$ cat src/rtl/fastica_iter_ctrl_if.sv
// rtl/fastica_iter_ctrl_if.sv - handshake and check-stream bundle for the FastICA iteration sequencer
interface fastica_iter_ctrl_if #(
  parameter int DW = 26
);
  logic                 start;
  logic                 exp_done;
  logic                 norm_done;
  logic signed [DW-1:0] chk_new;
  logic signed [DW-1:0] chk_old;
  logic                 en_exp;
  logic                 en_sub;
  logic                 en_norm;
  logic                 en_wold;
  logic [3:0]           chk_idx;
  logic                 busy;
  logic                 done;
  logic                 converged;
  logic [6:0]           iter_cnt;

  modport master (
    input  start, exp_done, norm_done, chk_new, chk_old,
    output en_exp, en_sub, en_norm, en_wold, chk_idx, busy, done, converged, iter_cnt
  );

  modport slave (
    output start, exp_done, norm_done, chk_new, chk_old,
    input  en_exp, en_sub, en_norm, en_wold, chk_idx, busy, done, converged, iter_cnt
  );
endinterface

$ cat src/rtl/fastica_iter_ctrl.sv
// rtl/fastica_iter_ctrl.sv - FastICA iteration sequencer with built-in weight convergence checker
module fastica_iter_ctrl #(
  parameter int DW       = 26,
  parameter int MAX_ITER = 64,
  parameter int TOL      = 64
) (
  input  logic                 clk_ctl,
  input  logic                 rstn_ctl,
  fastica_iter_ctrl_if.master  bus
);

  typedef enum logic [3:0] {
    S_IDLE, S_EXP, S_EXPW, S_SUB, S_SUBW, S_NORM, S_NORMW, S_CHK, S_DEC, S_FIN
  } state_t;

  localparam logic [DW:0] TOL_V = (DW+1)'(TOL);
  localparam logic [DW:0] ONE_V = (DW+1)'(1);
  localparam logic [6:0]  MAX_V = 7'(MAX_ITER);

  state_t      state, state_nxt;
  logic [3:0]  idx;
  logic [6:0]  iter;
  logic        conv;
  logic        pass_d, pass_s;
  logic        en_exp, en_sub, en_norm, en_wold, busy, done;

  logic [DW:0] diff, sum, diff_abs, sum_abs;
  logic        within_d, within_s;
  logic        dec_conv, dec_cap;

  // One extra bit keeps new +/- old exact; the magnitude of -2^DW is then 2^DW unsigned.
  assign diff     = {bus.chk_new[DW-1], bus.chk_new} - {bus.chk_old[DW-1], bus.chk_old};
  assign sum      = {bus.chk_new[DW-1], bus.chk_new} + {bus.chk_old[DW-1], bus.chk_old};
  assign diff_abs = diff[DW] ? (~diff + ONE_V) : diff;
  assign sum_abs  = sum[DW]  ? (~sum  + ONE_V) : sum;
  assign within_d = (diff_abs <= TOL_V);
  assign within_s = (sum_abs  <= TOL_V);

  // Iteration 0 has no valid old weights, so it can never declare convergence.
  assign dec_conv = (iter != 7'd0) && (pass_d || pass_s);
  assign dec_cap  = ((iter + 7'd1) == MAX_V);

  always_comb begin
    state_nxt = state;
    en_exp    = 1'b0;
    en_sub    = 1'b0;
    en_norm   = 1'b0;
    en_wold   = 1'b0;
    done      = 1'b0;
    busy      = (state != S_IDLE);
    case (state)
      S_IDLE:  if (bus.start) state_nxt = S_EXP;
      S_EXP: begin
        en_exp    = 1'b1;
        state_nxt = S_EXPW;
      end
      S_EXPW:  if (bus.exp_done) state_nxt = S_SUB;
      S_SUB: begin
        en_sub    = 1'b1;
        state_nxt = S_SUBW;
      end
      S_SUBW:  state_nxt = S_NORM;
      S_NORM: begin
        en_norm   = 1'b1;
        state_nxt = S_NORMW;
      end
      S_NORMW: if (bus.norm_done) state_nxt = (iter == 7'd0) ? S_DEC : S_CHK;
      S_CHK:   if (idx == 4'd15) state_nxt = S_DEC;
      S_DEC: begin
        if (dec_conv || dec_cap) begin
          state_nxt = S_FIN;
        end else begin
          en_wold   = 1'b1;
          state_nxt = S_EXP;
        end
      end
      S_FIN: begin
        done      = 1'b1;
        state_nxt = S_IDLE;
      end
      default: state_nxt = S_IDLE;
    endcase
  end

  always_ff @(posedge clk_ctl) begin
    if (!rstn_ctl) begin
      state  <= S_IDLE;
      idx    <= 4'd0;
      iter   <= 7'd0;
      conv   <= 1'b0;
      pass_d <= 1'b1;
      pass_s <= 1'b1;
    end else begin
      state <= state_nxt;
      case (state)
        S_IDLE: begin
          if (bus.start) begin
            iter   <= 7'd0;
            conv   <= 1'b0;
            pass_d <= 1'b1;
            pass_s <= 1'b1;
          end
        end
        S_NORMW: begin
          if (bus.norm_done) begin
            pass_d <= 1'b1;
            pass_s <= 1'b1;
          end
        end
        S_CHK: begin
          // 4-bit index wraps back to 0 as CHK exits, so it reads 0 elsewhere.
          idx <= idx + 4'd1;
          if (!within_d) pass_d <= 1'b0;
          if (!within_s) pass_s <= 1'b0;
        end
        S_DEC: begin
          iter <= iter + 7'd1;
          if (dec_conv || dec_cap) conv <= dec_conv;
        end
        default: ;
      endcase
    end
  end

  assign bus.en_exp    = en_exp;
  assign bus.en_sub    = en_sub;
  assign bus.en_norm   = en_norm;
  assign bus.en_wold   = en_wold;
  assign bus.busy      = busy;
  assign bus.done      = done;
  assign bus.chk_idx   = idx;
  assign bus.converged = conv;
  assign bus.iter_cnt  = iter;

endmodule

$ cat src/flat_wrapper.sv
// flat-port wrapper written by rule: the top's interface ports become plain ports
module fastica_iter_ctrl_flat 
#(
  parameter int DW       = 26,
  parameter int MAX_ITER = 64,
  parameter int TOL      = 64
)
  (clk_ctl, rstn_ctl, bus_start, bus_exp_done, bus_norm_done, bus_chk_new, bus_chk_old, bus_en_exp, bus_en_sub, bus_en_norm, bus_en_wold, bus_chk_idx, bus_busy, bus_done, bus_converged, bus_iter_cnt);
  fastica_iter_ctrl_if #(.DW(DW)) bus_i ();
  input  logic clk_ctl;
  input  logic rstn_ctl;
  input wire logic [$bits(bus_i.start)-1:0] bus_start;
  input wire logic [$bits(bus_i.exp_done)-1:0] bus_exp_done;
  input wire logic [$bits(bus_i.norm_done)-1:0] bus_norm_done;
  input wire logic [$bits(bus_i.chk_new)-1:0] bus_chk_new;
  input wire logic [$bits(bus_i.chk_old)-1:0] bus_chk_old;
  output wire logic [$bits(bus_i.en_exp)-1:0] bus_en_exp;
  output wire logic [$bits(bus_i.en_sub)-1:0] bus_en_sub;
  output wire logic [$bits(bus_i.en_norm)-1:0] bus_en_norm;
  output wire logic [$bits(bus_i.en_wold)-1:0] bus_en_wold;
  output wire logic [$bits(bus_i.chk_idx)-1:0] bus_chk_idx;
  output wire logic [$bits(bus_i.busy)-1:0] bus_busy;
  output wire logic [$bits(bus_i.done)-1:0] bus_done;
  output wire logic [$bits(bus_i.converged)-1:0] bus_converged;
  output wire logic [$bits(bus_i.iter_cnt)-1:0] bus_iter_cnt;
  assign bus_i.start = bus_start;
  assign bus_i.exp_done = bus_exp_done;
  assign bus_i.norm_done = bus_norm_done;
  assign bus_i.chk_new = bus_chk_new;
  assign bus_i.chk_old = bus_chk_old;
  assign bus_en_exp = bus_i.en_exp;
  assign bus_en_sub = bus_i.en_sub;
  assign bus_en_norm = bus_i.en_norm;
  assign bus_en_wold = bus_i.en_wold;
  assign bus_chk_idx = bus_i.chk_idx;
  assign bus_busy = bus_i.busy;
  assign bus_done = bus_i.done;
  assign bus_converged = bus_i.converged;
  assign bus_iter_cnt = bus_i.iter_cnt;
  fastica_iter_ctrl #(.DW(DW), .MAX_ITER(MAX_ITER), .TOL(TOL)) u_core (.clk_ctl(clk_ctl), .rstn_ctl(rstn_ctl), .bus(bus_i));
endmodule
$ cat config.mk
export PLATFORM = sky130hd
export DESIGN_NAME = fastica_iter_ctrl_flat
export DESIGN_NICKNAME = d
export VERILOG_FILES = /design/src/rtl/fastica_iter_ctrl_if.sv /design/src/rtl/fastica_iter_ctrl.sv /design/src/flat_wrapper.sv
export SDC_FILE = /design/constraint.sdc
export NUM_CORES = 1
export LEC_CHECK = 0
export CORE_MARGIN = 5
export CORE_UTILIZATION = 40
export DETAILED_ROUTE_END_ITERATION = 8
export GPL_TIMING_DRIVEN = 0
export PLACE_DENSITY_LB_ADDON = 0.25
export SETUP_SLACK_MARGIN = 0.4
export SYNTH_ARGS = -nofsm -noshare
export SYNTH_HDL_FRONTEND = slang
export SYNTH_SLANG_ARGS = --single-unit
$ cat constraint.sdc
create_clock -name clk_ctl -period 5.95 [get_ports clk_ctl]
set_clock_uncertainty 0.2 [all_clocks]
set_input_delay 0.8925 -clock clk_ctl [delete_from_list [all_inputs] [get_ports clk_ctl]]
set_output_delay 0.8925 -clock clk_ctl [all_outputs]
set_load 0.01 [all_outputs]
======== After elaboration in Yosys (flattened, before gate mapping) ========
Index checks and enable logic that the tools add are counted.
cells by class
  reduce and logical (&&, ||, !) cells .... 14
  equality and inequality tests ........... 18
  $lt $le $gt $ge ......................... 2
  bitwise logic cells ..................... 2
  muxes and demuxes ....................... 26
  add/sub/neg operators ................... 6
operators by type and width
  kind                                                                               number
  27-bit by 1-bit adder with 27-bit output, second input constant                    2
  27-bit by 7-bit less-or-equal comparator with 1-bit output, second input constant  2
  27-bit two-way mux                                                                 2
  27-bit NOT                                                                         2
  4-bit one-hot mux with 9 select lines                                              1
  26-bit by 26-bit adder with 27-bit output                                          1
  26-bit by 26-bit subtractor with 27-bit output                                     1
  4-bit two-way mux                                                                  6
  4-bit by 3-bit equality test with 1-bit output, second input constant              4
  7-bit one-hot mux with 2 select lines                                              1
  4-bit equality test, second input constant                                         3
  1-bit two-way mux                                                                  12
  4-bit AND reduction                                                                3
  2-bit != test, second input constant                                               5
  4-bit by 2-bit equality test with 1-bit output, second input constant              2
  7-bit by 1-bit adder with 7-bit output, second input constant                      1
  7-bit equality test, second input constant                                         1
  7-bit logical NOT                                                                  1
  7-bit two-way mux                                                                  1
  7-bit nonzero test                                                                 1
  1-bit one-hot mux with 3 select lines                                              2
  4-bit by 1-bit adder with 4-bit output, second input constant                      1
  4-bit by 1-bit equality test with 1-bit output, second input constant              1
  4-bit logical NOT                                                                  1
  other kinds (9)                                                                    11
storage, ports and cells
  logic and storage cells ................. 74
  flip-flop bits (word level) ............. 18
  input port bits ......................... 57
  output and inout port bits .............. 18

======== Logic depth before layout (Yosys ltp) ========
  word-level depth ........................ 7
  depth in mapped cells ................... 16
  gate-level depth less buffers ........... 16

======== Least setup slack after synthesis ========
Ideal clock, no wire load.
  kind .................................... in2reg
  from .................................... in bus_chk_old[0]
  to ...................................... reg u_core.pass_s
  slack ................................... 1.500 ns
  data arrival time ....................... 4.166 ns
  data required time ...................... 5.666 ns
  stages .................................. 15
  setup time .............................. 0.084 ns
  buffers on the path ..................... 0
  cells stage by stage .................... ha_1 inv_1 fa_1 o21ba_1 or4_4 a2111oi_2 a211oi_1 a21oi_1 mux2i_1 o32a_1 a211o_1 nor4_1 and4_1 a31oi_1 o31ai_2
between the ends
  word-level cells in the longest chain between the ends .. 7
ends and longest elaborated chain
  item                                                          line                      text
  start: declaration                                            flat_wrapper.sv:16        input wire logic [$bits(bus_i.chk_old)-1:0] bus_chk_old;
  26-bit by 26-bit adder with 27-bit output *                   fastica_iter_ctrl.sv:33   assign sum = {bus.chk_new[DW-1], bus.chk_new} + {bus.chk_old[DW-1], bus.chk_old};
  27-bit NOT                                                    fastica_iter_ctrl.sv:35   assign sum_abs = sum[DW] ? (~sum + ONE_V) : sum;
  27-bit by 1-bit adder with 27-bit output                      fastica_iter_ctrl.sv:35
  27-bit two-way mux *                                          fastica_iter_ctrl.sv:35
  27-bit by 7-bit less-or-equal comparator with 1-bit output *  fastica_iter_ctrl.sv:37   assign within_s = (sum_abs <= TOL_V);
  2-bit != test (no line) *                                     -
  4-bit AND reduction (no line) *                               -
  end signal: assignment                                        fastica_iter_ctrl.sv:92   pass_s <= 1'b1;
  end signal: assignment                                        fastica_iter_ctrl.sv:101  pass_s <= 1'b1;
  end signal: assignment                                        fastica_iter_ctrl.sv:107  pass_s <= 1'b1;
  end: declaration                                              fastica_iter_ctrl.sv:24   logic pass_d, pass_s;
Mark *: on every way between the ends. The rest lies on a longest branch, timed or not.
A chain may end at the register's enable or synchronous reset.

======== Final worst setup path ========
Ends and elaborated chain as after synthesis.

==> key figures <==
Placed design
  • Placed cell areas: 6840 sq um
  • Gpl congestion: 0.897
  • Port Buffers: 74
  • HPWL after DPL: 15.3 mm
  • Pre-CTS setup slack: 0.438 ns

Setup path
  • R2R depth: 8
  • Critical path's slowest cell: clkdlybuf4s50_1
  • Setup crit end kind: flip-flop
  • WP data required: 5.92 ns
  • CP max FO: 5
  • CP peak stage delay: 0.49 ns
  • Startpoint Class: primary input
  • Crit-path cells: clkdlybuf4s50_1 -> ha_1 -> inv_1 -> fa_1 -> o21ba_1 -> or4_4 -> nand2_2 -> xor2_1 -> o211ai_4 -> mux2i_1 -> o32a_1 -> a211o_1 -> nor4_1 -> and4_1 -> a31oi_1 -> o31ai_2
  • Critical Path AT: 5.27 ns
  • Critical path class: in2reg

Synth
  • #FFs+latches synth: 18
  • Post-synth ARST share: 0%
  • Seq/Total Area, Yosys: 6.14%
  • Top cells by area, synth: ha_1, a21oi_1, dfxtp_1, xnor2_1, nor2_1
  • Gate Count Post-Synth: 848
  • Cell variety after synth: 96
  • Yosys top cell by area: ha_1
  • Yosys warning total: 0
  • Yosys top cell area share: 11.9%
  • EDFF count, synth: 0
  • Most used DFF post-synth: dfxtp_1
  • Synth Cell Area: 5870 sq um
  • Syn_area_per_cell: 6.92 sq um
  • Mapped Nets: 963

Final layout
  • Final #Nets: 1042
  • Post-route cell area: 6950 sq um
  • Commonest non-fill, non-tap cell in the layout: a21oi_1
  • Layout area overhead: 18.4%
  • Diode count: 0
  • Fillers: 1547
  • Share of cells above drive strength 1: 6.80%
  • Commonest non-fill, non-tap cells in the layout: a21oi_1, clkdlybuf4s50_1, nor2_1

Clocking
  • Clk root buf: clkbuf_16
  • Max H-tree Level: 1
  • Clk_lat worst skew: 0.25 ns
  • Clock buffer depth: 2
  • Number of setup buffers added after CTS: 0
  • # clock sinks: 18
  • CTS tree: yes
  • Total CTS buffers: 3
  • Clk slew on worst S/H paths: 0.05 ns

Worst hold path
  • Worst min path class: reg2reg
  • Hold path depth: 2

GRT
  • Vias in the first global route: 6045
  • Gr usage total: 20.3%
  • Initial antenna violation count: 0
  • Gr ovfl total: 0
  • First-pass GRT wire length: 30.7 mm
  • Largest net degree at the start of global routing: 11

Routing
  • # DRC: 0
  • WL final: 18.8 mm
  • Remaining antenna violation count: 0
  • Vias: 6633
  • Initial drt markers: 522
  • Via density per instance: 5.98
  • Pre-Repair DR Iteration Count: 5
  • Routed WL per cell: 17.0 microns

Timing
  • Fin crit share: 89.0%
  • Unrepaired setup endpoints after global routing: true
  • Final Hold Viols: 0
  • Final setup margin: 0.657 ns
  • Rel. slew slack: 32.9%
  • # setup viols final: 0
  • Final Max Slew Viols: 0
  • Hold slack: 0.305 ns
  • Fmax: 0.189 GHz
  • Fin crit period: 5.29 ns
  • TNS Setup: 0 ns
  • Worst-Margin Slew: 0.999 ns

Die
  • Starting Density: 40.5%
  • I/O pin count: 75
  • Die Y: 131 microns
  • CORE AREA: 14500 sq um
  • Num rows: 44
  • DIE AREA: 17200 sq um
  • Die width: 131 microns

Pwr
  • PD cells: 146 nW/um^2
  • Worst VDD drop: 0.0000929 V
  • P_leak: 2.65 nW

Status
  • Status: finished, final reports clean

Flow run
  • Max_cap viols: 0
-- metrics by stage --
step                      util [%]  power [mW]  cells
after floorplan                  -       0.653    848
after global placement        47.2       0.844   1106
after detailed placement      47.2       0.849   1106
after CTS                     47.8        1.00   1110
after global routing          48.0        1.09   1110
final                         48.0        1.02   1110
-- critical path: cells and delay by family --
| kind | cells | cell delay, ns |
|---|---|---|
| AO/OA/AOI/OAI | 6 | 1.36 |
| buffers and inverters | 2 | 0.55 |
| XOR/XNOR | 1 | 0.45 |
| adder cells (fa/ha/maj) | 2 | 0.60 |
| multiplexers | 1 | 0.16 |
| AND/OR/NAND/NOR | 4 | 1.26 |
-- path summary, 6_finish.rpt --
path                                 startpoint                                 end  slack (ns)
max                              bus_chk_old[0]          u_core.pass_s$_SDFFE_PN1P_        0.66
min          u_core.bus.chk_idx[1]$_SDFFE_PN0P_  u_core.bus.chk_idx[1]$_SDFFE_PN0P_        0.31
max reg2reg        u_core.state[0]$_SDFFE_PN0P_          u_core.pass_s$_SDFFE_PN1P_        3.33
min reg2reg  u_core.bus.chk_idx[1]$_SDFFE_PN0P_  u_core.bus.chk_idx[1]$_SDFFE_PN0P_        0.31
-- cells in the mapped netlist, drive strengths merged, types with 17 or more instances --
library cell	instances
a21oi	81
ha	56
and2	18
inv	59
xnor2	33
a211oi	18
o21ai	53
o211ai	18
nor3	41
nor2	70
clkbuf	17
nand2	57
nor4	17
dfxtp	18
a21o	18
nand3	24
-- timing repair --
action                     CTS  global route
setup endpoints to repair    0             2
resized for setup            0             3
hold buffers                 0             0
-- logic make-up (layout without fill, tap and decap cells) --
group / Yosys count / count (layout) / share of synthesized area, %
XOR/XNOR: 39 / 39 / 5.95
AO/OA/AOI/OAI: 296 / 296 / 35.5
AND/OR/NAND/NOR: 336 / 336 / 31.9
flip-flops: 18 / 18 / 6.14
buffers and inverters: 93 / 171 / 6.52
adder cells (fa/ha/maj): 58 / 58 / 12.6
multiplexers: 8 / 8 / 1.41
-- per-layer routing --
metal	vias to the layer above	wire, microns	track usage, %
met5	-	0	0
met2	234	8460	33.5
li1	3350	-	-
met1	3025	9010	28.7
met4	0	313	3.87
met3	24	1050	2.33
-- sequential cells by signal, indices dropped and copies added, names as in the netlist --
signal / cells
u_core.pass_d: 1
u_core.bus.converged: 1
u_core.state: 4
u_core.pass_s: 1
u_core.bus.chk_idx: 4
u_core.bus.iter_cnt: 7
-- area by class of cell --
cell class / count / area [sq um] / area share (%)
Inverter: 60 / 225 / 3.24
Tap cell: 184 / 230 / 3.31
Sequential cell: 18 / 360 / 5.19
Multi-Input combinational cell: 737 / 5150 / 74.1
Clock buffer: 4 / 88.8 / 1.28
Timing Repair Buffer: 74 / 741 / 10.7
Buffer: 33 / 158 / 2.27
-- where the power goes --
group | switching [mW] | leakage [nW] | internal, mW
Sequential | 0.00177 | 0.146 | 0.124
Clock | 0.0475 | 0.0442 | 0.102
Combinational | 0.457 | 2.46 | 0.283
Note: power is estimated with default switching activity, not from simulation.
